### src/rtl/fetch_unit.sv
// Instruction fetch unit: IDLE/RUN/HALT sequencer driving a combinational ROM,
// with a 16-entry branch-target table and a one-bubble taken-branch redirect.
module fetch_unit #(
   parameter int unsigned         PC_W    = 10,
   parameter int unsigned         INSTR_W = 9,
   parameter logic [INSTR_W-1:0]  HALT_OP = '1
) (
   input  logic               Clk,
   input  logic               Reset,
   input  logic               Start,
   input  logic               Stall,
   input  logic               Branch,
   input  logic               Taken,
   input  logic [3:0]         TargetIdx,
   input  logic               LutWe,
   input  logic [3:0]         LutAddr,
   input  logic [PC_W-1:0]    LutData,
   output logic [PC_W-1:0]    Imem_addr,
   input  logic [INSTR_W-1:0] Imem_data,
   output logic [INSTR_W-1:0] Instr,
   output logic               InstrValid,
   output logic [PC_W-1:0]    PC,
   output logic               Done
);

   typedef enum logic [1:0] {StIdle, StRun, StHalt} state_t;

   state_t          state_q;
   logic [PC_W-1:0] fetch_pc_q;
   logic [PC_W-1:0] lut_q [16];
   logic            halt_hit;
   logic            redirect;
   logic            lut_wr;

   assign Imem_addr = fetch_pc_q;
   assign halt_hit  = InstrValid && (Instr == HALT_OP);
   assign redirect  = InstrValid && Branch && Taken;
   assign lut_wr    = LutWe && (state_q != StRun);

   always_ff @(posedge Clk or negedge Reset) begin
      if (!Reset) begin
         state_q    <= StIdle;
         fetch_pc_q <= '0;
         Instr      <= '0;
         PC         <= '0;
         InstrValid <= 1'b0;
         Done       <= 1'b0;
      end else begin
         case (state_q)
            StIdle: begin
               if (Start) begin
                  state_q    <= StRun;
                  fetch_pc_q <= '0;
               end
            end
            StRun: begin
               // Stall freezes everything; halt outranks redirect.
               if (!Stall) begin
                  if (halt_hit) begin
                     state_q    <= StHalt;
                     InstrValid <= 1'b0;
                     Done       <= 1'b1;
                  end else if (redirect) begin
                     fetch_pc_q <= lut_q[TargetIdx];
                     InstrValid <= 1'b0;
                  end else begin
                     Instr      <= Imem_data;
                     PC         <= fetch_pc_q;
                     fetch_pc_q <= fetch_pc_q + 1'b1;
                     InstrValid <= 1'b1;
                  end
               end
            end
            StHalt: begin
               if (Start) begin
                  state_q    <= StRun;
                  fetch_pc_q <= '0;
                  Done       <= 1'b0;
               end
            end
            default: state_q <= StIdle;
         endcase
      end
   end

   always_ff @(posedge Clk or negedge Reset) begin
      if (!Reset) begin
         for (int i = 0; i < 16; i++) lut_q[i] <= '0;
      end else if (lut_wr) begin
         lut_q[LutAddr] <= LutData;
      end
   end

endmodule

### config.mk
export PLATFORM = sky130hd
export DESIGN_NAME = fetch_unit
export DESIGN_NICKNAME = d
export VERILOG_FILES = /design/src/rtl/fetch_unit.sv
export SDC_FILE = /design/constraint.sdc
export NUM_CORES = 1
export LEC_CHECK = 0
export ABC_AREA = 1
export BUFFER_PORTS_ARGS = -buffer_cell sky130_fd_sc_hd__buf_2
export CAP_MARGIN = 30
export CORE_AREA = 2 2 146 134
export CTS_CLUSTER_SIZE = 12
export DETAILED_ROUTE_END_ITERATION = 12
export DIE_AREA = 0 0 148 136
export HOLD_SLACK_MARGIN = 0.1
export MAX_ROUTING_LAYER = met4
export PLACE_DENSITY = 0.78
export SLEW_MARGIN = 20
export SYNTH_ARGS = -nofsm -noshare
export SYNTH_HDL_FRONTEND = slang
export SYNTH_SLANG_ARGS = --single-unit
export TNS_END_PERCENT = 30
### constraint.sdc
create_clock -name Clk -period 1.72 [get_ports Clk]
set_clock_uncertainty 0.2 [all_clocks]
set_input_delay 0.086 -clock Clk [delete_from_list [all_inputs] [get_ports Clk]]
set_output_delay 0.086 -clock Clk [all_outputs]
set_load 0.02 [all_outputs]
[After elaboration in Yosys (flattened, before gate mapping)]
Index checks and enable logic that the tools add are counted.
Storage, ports and cells
  register bits after elaboration: 193
  memories kept: 0
  RAM bits: 0
  latch bits: 0
  ROM bits: 0
  word-level logic and storage cells: 75
  input port bits: 34
  output and inout bits: 31
Operators by class
  muxes and demuxes: 21
  $add $sub $neg: 1
  equality and inequality tests: 9
  bitwise logic cells: 5
  reduce and logical (&&, ||, !) cells: 14
  divide/modulo/power cells: 0
  order comparisons: 3
  shifts and indexed selects: 0
  multipliers: 0
Operators by type and width (number)
  160-bit bitwise mux: 1
  10-bit two-way mux: 7
  10-bit binary-select mux with 4-bit select: 1
  10-bit demux with 4-bit select: 1
  10-bit case mux with 2 select lines: 1
  4-bit AND reduction: 3
  10-bit by 1-bit adder with 10-bit output, second input constant: 1
  5-bit greater-or-equal comparator, second input constant: 2
  4-bit NOT with 5-bit output: 2
  9-bit equality test, second input constant: 1
  2-bit inequality test, second input constant: 4
  2-bit two-way mux: 3
  1-bit logical AND: 5
  5-bit by 1-bit < comparator with 1-bit output, second input constant: 1
  1-bit two-way mux: 5
  2-bit by 1-bit inequality test with 1-bit output, second input constant: 2
  2-bit case mux with 2 select lines: 1
  2-bit nonzero test: 2
  1-bit NOT: 3
  3-bit AND reduction: 1
  2-bit by 1-bit equality test with 1-bit output, second input constant: 1
  2-bit equality test, second input constant: 1
  2-bit zero test: 1
  1-bit case mux with 2 select lines: 1
  other kinds (2): 2

[Logic depth before layout (Yosys ltp)]
Gate-level depths: netlist (run 1).
  word-level depth: 8
  gate-level depth with buffers: 13
  depth with buffers taken out: 11

[Least setup slack after synthesis (run 1)]
Ideal clock, no wire load.
  path kind: register to register
  from: register fetch_pc_q[0] (netlist: Imem_addr[0])
  to: register fetch_pc_q[8] (netlist: Imem_addr[8])
  path buffers: 0
  required time: 1404 ps
  cell stages (with the launch flop): 11
  arrival time: 1404 ps
  path slack: 0 ps
  cell sequence: dfrtp_1 > ha_1 > nand3_1 > nor2_1 > nand2_1 > o21ai_0 > nand2_1 > nand2_1 > nand2_1 > nand2_1 > nand2_1
On the way
  longest elaborated chain between the ends: 5
RTL lines
  from (decl): line 29  | logic [PC_W-1:0] fetch_pc_q;
  from (signal assigned): line 64  | fetch_pc_q <= lut_q[TargetIdx];
  from (signal assigned): line 69  | fetch_pc_q <= fetch_pc_q + 1'b1;
  10-bit by 1-bit adder with 10-bit output: line 69
  10-bit two-way mux: line 63  | end else if (redirect) begin
  10-bit two-way mux: line 59  | if (halt_hit) begin
  10-bit two-way mux: line 58  | if (!Stall) begin
  10-bit case mux with 2 select lines: line 49  | case (state_q)
No other way between the ends. The select of a mux whose other input is x is not followed.
A chain may end at the register's enable or synchronous reset.

[Final worst setup path (run 1)]
  from: register state_q[1]
  to: register Instr[1]
On the way
  longest elaborated chain between the ends: 2
RTL lines
  from (decl): line 28  | state_t state_q;
  from (signal assigned): line 42  | state_q <= StIdle;
  from (signal assigned): line 52  | state_q <= StRun;
  from (signal assigned): line 60  | state_q <= StHalt;
  2-bit by 1-bit equality test with 1-bit output: line 49
  4-bit AND reduction (no source line)
  to (signal assigned): line 67  | Instr <= Imem_data;
  to (decl): line 20  | output logic [INSTR_W-1:0] Instr,
No other way between the ends.

==> qor.csv, run 1 <==
stage;metric;value;unit
synthesis;synth_area_leaders;dfrtp_1, nand2_1, o21ai_0;
power_and_ir_drop;combPwrFrac;0.290;
floorplanning;dieWidth;148;um
cts;cts_root_buffer;clkbuf_16;
synthesis;avgSynthCellArea;7.94;um2
hold_path;hold_start;LutAddr[3];
synthesis;syn_area;9130;um2
setup_path;r2r-start;state_q[1];
cells_and_area;nets;1268;
synthesis;synthDistinctLibCells;30;
placed_design;place_hpwl;15300;um
routing;drtIter0Drc;752;
hold_path;min_to;lut_q[5];
sta;period_share;0.951;
job;drv_cap;0;
cells_and_area;antenna-diode-count;0;
cells_and_area;mostFrequentLayoutCells;nand2_1, o21ai_0, dfrtp_1;
floorplanning;io_pins;65;
setup_path;worstPathRequired;1850;ps
placed_design;pre_cts_ws;-24.1;ps
cts;insertion_delay;430;ps
cells_and_area;final_common_cell;nand2_1;
global_routing;grt_overflow_total;0;
synthesis;syn_nets;1184;
synthesis;synth_cells;1149;
status;status;finished clean;
floorplanning;fp-row-count;48;
synthesis;synth_edf_count;0;
cts;cts_tree;done;
routing;firstDrtPassIters;5;
routing;vias_per_cell;5.41;
power_and_ir_drop;vdd_drop_max;0.939;mV
synthesis;synth-seq-cells;193;
floorplanning;die_area;20100;um2
setup_path;critical_path.max_stage_delay;400;ps
sta;finalHoldViolCount;0;
routing;vias;8098;
global_routing;antenna_found_initial;0;
power_and_ir_drop;power_frac_seq;0.478;
routing;wl_per_cell;16.2;um
synthesis;synth_top_area_frac;0.529;
power_and_ir_drop;p_leak;0.00531;uW
setup_path;slowest_stage;dfrtp_1;
setup_path;critPathKind;register to register;
sta;slew_viol_final;0;
synthesis;yosysSeqAreaShare;0.529;
setup_path;arrival;1770;ps
global_routing;grt_pass1_wl;39500;um
synthesis;yosysTopAreaCell;dfrtp_1;
cells_and_area;multi_input_area;3650;um2
sta;tightest_slew;621;ps
placed_design;io_buffers;64;
setup_path;ff2ff_setup_slack;80;ps
synthesis;synthFlopType;dfrtp_1;
setup_path;ff2ff_path_depth;8;
setup_path;cp-start-kind;register;
placed_design;gp_congestion;0.866;
cts;cts_inserted_buffers;17;
setup_path;worstPathMaxFanout;20;
hold_path;min_path_cells;6;
routing;wirelength;24200;um
sta;slew_headroom;0.586;
cts;cts.sinks;193;
cts;ctsLongestPathBuffers;2;
setup_path;r2r_end;Instr[1];
global_routing;grt_max_degree;55;
power_and_ir_drop;netSwitchingPower;5860;uW
power_and_ir_drop;power.share.switching;0.358;
global_routing;grt_pass1_vias;7704;
hold_path;min_path_type;input port to register;
cells_and_area;seqCellArea;4830;um2
sta;setup_violations;0;
power_and_ir_drop;power_frac_clock;0.232;
power_and_ir_drop;intPower;10500;uW
sta;period_minus_slack;1640;ps
sta;fin_ws;83.7;ps
routing;drc_errors;0;
sta;rsz0062_at_grt;no;
routing;detail-route-antenna-nets;0;
placed_design;placed_cells;1434;
setup_path;cp-end-kind;register;
placed_design;post_dp_cell_area;10000;um2
floorplanning;core_area;18700;um2
floorplanning;die_h;136;um
synthesis;yosysWarningCount;0;
floorplanning;start_util;0.487;
cts;path_clk_slew;70;ps
cells_and_area;final_area;10900;um2
cells_and_area;finalNonFillerCells;1496;
cells_and_area;area_growth;19.4;%
power_and_ir_drop;p_per_area;1500;nW/um2
sta;fin_tns_setup;0;ps
synthesis;async_flop_share;1.00;
global_routing;grt_usage;0.257;
sta;timing.fmax;611;MHz
cts;h-tree-depth;4;
cells_and_area;fillers;1623;
setup_path;path_cells;nor2_4, inv_2, nor2_4, nand2_4, inv_6, nand2_4, nand2_1, nand2_1;
cells_and_area;drive_gt1_frac;0.144;
## per-layer routing
metal / track usage / share of wire / vias to the layer above
li1: - / - / 3871
met3: 0.0446 / 0.073 / 63
met2: 0.402 / 0.46 / 328
met5: - / 0 / -
met1: 0.340 / 0.44 / 3836
met4: 0.0910 / 0.029 / 0
## flip-flops by register name, indices dropped and copies added (netlist names)
signal      cells
Done            1
Imem_addr      10
Instr           9
InstrValid      1
PC             10
lut_q         160
state_q         2
## what timing repair did
action                                  in CTS  in global routing
hold buffers                                26                  0
hold endpoints to repair                   379                  0
gates cloned                                 0                  1
setup buffers                                0                  3
gates resized for setup                      1                  3
pin swaps                                    0                  1
endpoints found under the setup margin       8                 28
## final cells by class
class / count / area share
Inverter: 69 / 0.0247
Sequential cell: 193 / 0.443
Tap cell: 250 / 0.0287
Clock inverter: 15 / 0.0124
Clock buffer: 17 / 0.0390
Timing Repair Buffer: 143 / 0.117
Multi-Input combinational cell: 809 / 0.335
## cell families (layout without fill, tap and decap cells)
group                      after synthesis  after routing  synth area share
and+or+nand+nor                        553            554             0.246
AOI/OAI and AO/OA                      249            249             0.145
DFF                                    193            193             0.529
buffers and inverters                  148            244            0.0736
xor gates and xnor gates                 4              4           0.00384
adders and majority gates                1              1           0.00137
muxes                                    1              1           0.00110
## worst max path at each step
stage                     slack [ps]            to    startpoint
after floorplan                   10  Imem_addr[8]  Imem_addr[1]
after global placement            30         PC[7]    state_q[1]
after detailed placement         -20         PC[4]    state_q[1]
after CTS                         40         PC[7]    state_q[1]
after global routing               6  Imem_addr[8]  Imem_addr[0]
final                             80      Instr[1]    state_q[1]
## worst max-delay path: cells and delay by family, from the launching register on
kind	cells	cell delay, ps
buf+inv	2	240
simple gates	6	680
flops	1	400
## through the flow
step	total power, uW	hold slack [ps]	util
after floorplan	10900	-410	-
after global placement	12200	-107	0.535
after detailed placement	12500	-103	0.535
after CTS	16300	117	0.579
after global routing	17600	177	0.581
final	16400	130	0.581
## synth_stat cells (2+ instances only)
library cell,n
nand3_1,95
inv_1,62
o211ai_1,7
nand2_1,336
nand2_4,2
nor2_4,3
a21oi_1,8
o21ai_2,8
xor2_1,3
nand4_1,3
buf_2,26
nor2_2,2
inv_2,4
o21ai_0,201
clkbuf_1,38
nor2_1,112
buf_6,6
a21oi_2,5
dfrtp_1,193
o21ai_1,18
buf_4,8
## power by group through the flow
stage,clock network [uW],registers [uW],logic (uW)
2_1_floorplan,0,7940,3000
3_3_place_gp,0,7780,4420
3_5_place_dp,0,7860,4590
4_1_cts,3850,7800,4680
5_1_grt,4040,8090,5460
6_report,3800,7830,4740
No activity file was read; power rests on OpenSTA's default activity.
==> run 2: changes to the inputs <==
- CORE_AREA: 2 2 146 134 -> 2 2 154 141
- DIE_AREA: 0 0 148 136 -> 0 0 156 143
- PLACE_DENSITY: 0.78 -> 0.72
==> run 2 against run 1 <==
  * Utilization down 4.9 points
  * Die area up 11%
  * Sequential power about the same
  * Wire length down 4.5%
==> qor.csv, run 2 (same netlist as run 1, synthesis figures left out) <==
stage;metric;value;unit
setup_path;cp-end-kind;register;
routing;wirelength;23100;um
floorplanning;die_area;22300;um2
cts;path_clk_slew;70;ps
cells_and_area;fillers;1853;
power_and_ir_drop;intPower;10700;uW
cells_and_area;seqCellArea;4830;um2
power_and_ir_drop;netSwitchingPower;5760;uW
hold_path;min_path_type;input port to register;
placed_design;placed_cells;1440;
setup_path;critPathKind;register to register;
cells_and_area;mostFrequentLayoutCells;nand2_1, o21ai_0, dfrtp_1;
global_routing;grt_usage;0.225;
setup_path;endpoint;PC[9];
routing;vias;7904;
floorplanning;start_util;0.443;
routing;vias_per_cell;5.25;
cells_and_area;nets;1267;
sta;tightest_slew;554;ps
power_and_ir_drop;p_per_area;1510;nW/um2
placed_design;io_buffers;64;
cells_and_area;final_common_cell;nand2_1;
floorplanning;die_h;143;um
sta;period_minus_slack;1630;ps
cts;cts_tree;done;
power_and_ir_drop;p_leak;0.00535;uW
routing;detail-route-antenna-nets;0;
cells_and_area;area_growth;20.0;%
cts;ctsLongestPathBuffers;2;
power_and_ir_drop;vdd_drop_max;0.688;mV
cells_and_area;antenna-diode-count;0;
cts;insertion_delay;440;ps
global_routing;grt_pass1_vias;7611;
routing;firstDrtPassIters;5;
sta;setup_violations;0;
setup_path;r2r_end;PC[9];
power_and_ir_drop;combPwrFrac;0.284;
placed_design;place_hpwl;15100;um
job;drv_cap;0;
setup_path;cp-start-kind;register;
cells_and_area;finalNonFillerCells;1505;
setup_path;crit_path_start;state_q[1];
cells_and_area;largest_reg_flops;160;
power_and_ir_drop;power_frac_clock;0.241;
floorplanning;fp-row-count;50;
routing;wl_per_cell;15.3;um
global_routing;grt_max_degree;57;
setup_path;worstPathMaxFanout;27;
routing;drtIter0Drc;766;
cts;cts_root_buffer;clkbuf_16;
setup_path;ff2ff_path_depth;8;
sta;finalHoldViolCount;0;
setup_path;worstPathRequired;1840;ps
cts;cts_inserted_buffers;17;
cts;h-tree-depth;4;
setup_path;arrival;1760;ps
cells_and_area;multi_input_area;3640;um2
power_and_ir_drop;power.share.switching;0.349;
sta;slew_headroom;0.630;
floorplanning;dieWidth;156;um
cells_and_area;largest-register;lut_q;
global_routing;grt_pass1_wl;38600;um
power_and_ir_drop;power_frac_seq;0.475;
floorplanning;core_area;20600;um2
setup_path;r2r-start;state_q[1];
routing;drc_errors;0;
status;status;finished clean;
placed_design;gp_congestion;0.840;
placed_design;pre_cts_ws;-13.3;ps
floorplanning;io_pins;65;
sta;period_share;0.950;
sta;timing.fmax;612;MHz
sta;rsz0062_at_grt;yes;
sta;fin_ws;85.9;ps
cells_and_area;drive_gt1_frac;0.143;
setup_path;ff2ff_setup_slack;90;ps
global_routing;antenna_found_initial;0;
cts;cts.sinks;193;
sta;slew_viol_final;0;
global_routing;grt_overflow_total;0;
## run 2: per-layer routing
metal  vias up  track usage  part of all wire  wire, um
li1       3867            -                 -         -
met5         -            -                 0         0
met4         0       0.0579             0.012       266
met3        24       0.0385             0.060      1380
met2       263        0.351              0.46     10700
met1      3750        0.309              0.47     10700
## run 2: power groups by stage
stage | Sequential [uW] | Clock [uW] | Combinational (uW)
finish | 7840 | 3980 | 4680
global route | 8110 | 4210 | 5440
CTS | 7810 | 4050 | 4610
detailed placement | 7860 | 0 | 4510
global placement | 7800 | 0 | 4340
floorplan | 7940 | 0 | 3000
## run 2: final cells by class
cell class	instances	share of cell area
clock buffer	19	0.0414
clock inverter	13	0.0123
inverter	69	0.0248
multi-input combinational	808	0.332
sequential	193	0.441
tap	260	0.0297
timing repair buffer	143	0.118
## run 2: repair_timing
item,in CTS,in global routing
endpoints found under the setup margin,13,23
hold buffers,28,0
hold endpoints to repair,385,0
pin swaps,0,1
buffers inserted,0,5
gates cloned,0,0
gates resized for setup,1,6
## run 2: worst min path at each step
stage                       startpoint            to  slack [ps]  cells after the start
after CTS                 TargetIdx[2]  Imem_addr[2]         100                      6
after global routing        LutAddr[0]     lut_q[40]         170                      6
after detailed placement         Reset    lut_q[105]        -150                      1
after floorplan                  Reset          Done        -410                      0
after global placement           Reset    lut_q[134]        -160                      1
final                       LutAddr[0]     lut_q[23]         110                      6
## run 2: critical path, cell delays in order (launching register included)
cell and delay (ps):
dfrtp_1 410, nor2_4 190, inv_2 70, nor2_4 110, nand2_4 90, inv_8 130, nand2_8 150, nand2_1 110
o21ai_2 50
## run 2: through the flow
stage / hold WS (ps) / utilization / power (uW) / instance area (um2) / TNS (ps)
final: 113 / 0.532 / 16500 / 11000 / 0
after floorplan: -410 / - / 10900 / 9130 / 0
after CTS: 103 / 0.530 / 16500 / 10900 / 0
after global routing: 166 / 0.532 / 17800 / 11000 / -67.6
after detailed placement: -155 / 0.487 / 12400 / 10000 / -35.1
after global placement: -158 / 0.487 / 12100 / 10000 / 0
==> run 3: changes to the inputs <==
- MAX_ROUTING_LAYER: met4 -> default
- SKIP_CTS_REPAIR_TIMING: default -> 1
==> run 3 against run 2 <==
  * Global-route usage is 0.89 points lower
  * Final area is 0.27% lower
  * Worst hold slack lost 68 ps
  * Combinational power barely moved
  * Maximum frequency decreased by 0.51%
  * Setup slack got worse by 8.4 ps
  * Critical path depth stayed put
  * Clock power is essentially flat
  * Sequential power is essentially flat
  * Via count rose by 0.19%
  * Utilization down 0.15 points
  * Flip-flop and latch count unchanged
==> qor.csv, run 3 (same netlist as run 1, synthesis figures left out) <==
stage;metric;value;unit
status;status;finished clean;
routing;met2WireLength;10700;um
cells_and_area;final_common_cell;nand2_1;
setup_path;path_cells;nor2_4, inv_2, nor2_4, nand2_4, inv_8, nand2_8, nand2_1, o21ai_2;
sta;timing.fmax;609;MHz
sta;rsz0062_at_grt;yes;
cts;h-tree-depth;4;
setup_path;arrival;1770;ps
cells_and_area;fillers;1855;
hold_path;hold_start;TargetIdx[3];
power_and_ir_drop;p_leak;0.00534;uW
hold_path;min_path_type;input port to register;
sta;tightest_slew;569;ps
routing;wl_per_cell;15.3;um
cts;insertion_delay;440;ps
cells_and_area;largest-register;lut_q;
routing;highest_layer;met4;
setup_path;crit_family;simple AND/OR/NAND/NOR gates;
floorplanning;start_util;0.443;
setup_path;slowest_stage;dfrtp_1;
cells_and_area;nets;1264;
cells_and_area;mostFrequentLayoutCells;nand2_1, o21ai_0, dfrtp_1;
cells_and_area;area_growth;19.7;%
cells_and_area;multi_input_area;3640;um2
sta;setup_violations;0;
routing;detail-route-antenna-nets;0;
cts;path_clk_slew;70;ps
global_routing;grt_max_degree;57;
floorplanning;dieWidth;156;um
global_routing;grt_pass1_vias;7464;
cells_and_area;final_area;10900;um2
setup_path;critPathKind;register to register;
routing;drtIter0Drc;711;
floorplanning;die_h;143;um
cells_and_area;seqCellArea;4830;um2
floorplanning;io_pins;65;
placed_design;post_dp_cell_area;10000;um2
routing;firstDrtPassIters;5;
cells_and_area;largest_reg_flops;160;
power_and_ir_drop;totalPowerFinal;16500;uW
global_routing;grt_pass1_wl;38100;um
cts;cts.sinks;193;
power_and_ir_drop;vdd_drop_max;0.682;mV
cts;cts_root_buffer;clkbuf_16;
setup_path;cp-start-kind;register;
sta;slew_viol_final;0;
global_routing;grt_usage;0.216;
placed_design;gp_congestion;0.828;
power_and_ir_drop;p_per_area;1510;nW/um2
placed_design;io_buffers;64;
cells_and_area;drive_gt1_frac;0.143;
routing;vias_per_cell;5.27;
placed_design;place_hpwl;15100;um
setup_path;worstPathRequired;1840;ps
cells_and_area;antenna-diode-count;0;
cts;ctsLongestPathBuffers;2;
cts;cts_tree;done;
setup_path;path_common_cell;nor2_4;
floorplanning;core_area;20600;um2
setup_path;worstPathMaxFanout;27;
routing;m1WireLength;10900;um
global_routing;grt_overflow_total;0;
setup_path;cp_num_buf_inv;2;
setup_path;cp-end-kind;register;
sta;finalHoldViolCount;0;
cts;cts_inserted_buffers;17;
routing;vias;7919;
floorplanning;die_area;22300;um2
sta;period_minus_slack;1640;ps
setup_path;crit_path_start;state_q[1];
routing;wl_met3;1080;um
setup_path;critical_path.max_stage_delay;410;ps
setup_path;r2r-start;state_q[1];
sta;period_share;0.955;
floorplanning;fp-row-count;50;
routing;drc_errors;0;
placed_design;pre_cts_ws;-13.3;ps
routing;wirelength;23000;um
global_routing;antenna_found_initial;0;
job;drv_cap;0;
sta;slew_headroom;0.620;
sta;fin_ws;77.4;ps
==> run 3: cell count changes in the layout (fill, tap and decap cells not counted), sizes merged <==
cell and delta:
dlygate4sd3 -3
==> run 3: stage by stage <==
stage	util	hold WS (ps)	instances	setup TNS, ps
after floorplan	-	-410	1149	0
after global placement	0.487	-158	1440	0
after detailed placement	0.487	-155	1440	-35.1
after CTS	0.516	-620	1472	-289
after global routing	0.531	121	1502	-58.6
final	0.531	45.3	1502	0
==> run 3: worst paths after layout <==
path / cells after the start / slack, ps / endpoint
max: 8 / 80 / PC[9]
min: 6 / 50 / Imem_addr[4]
max reg2reg: 8 / 80 / PC[9]
min reg2reg: 2 / 270 / PC[5]
max in group asynchronous: 4 / 210 / lut_q[64]
min in group asynchronous: 3 / 480 / PC[7]
==> run 3: where the power goes <==
| group | total, uW | internal (uW) | switching [uW] |
|---|---|---|---|
| clock | 3980 | 2220 | 1760 |
| sequential | 7840 | 6620 | 1220 |
| combinational | 4670 | 1900 | 2770 |
| total | 16500 | 10700 | 5760 |
==> run 3: routing by layer <==
layer,GRT usage,vias up
li1,-,3866
met3,0.0388,22
met5,0,-
met4,0.0579,0
met2,0.344,231
met1,0.307,3800
==> run 3: layout make-up <==
| cell class | instances | area share |
|---|---|---|
| flip-flops and latches | 193 | 0.442 |
| multi-input cells | 808 | 0.333 |
| repair buffers | 140 | 0.116 |
| clock buffers | 19 | 0.0415 |
| well taps | 260 | 0.0298 |
| inverters | 69 | 0.0249 |
| clock inverters | 13 | 0.0124 |
==> run 3: worst reg2reg max path, stage by stage, from the launching register on <==
cell and delay (ps):
dfrtp_1 410, nor2_4 190, inv_2 70, nor2_4 110
nand2_4 90, inv_8 140, nand2_8 150, nand2_1 120
o21ai_2 50
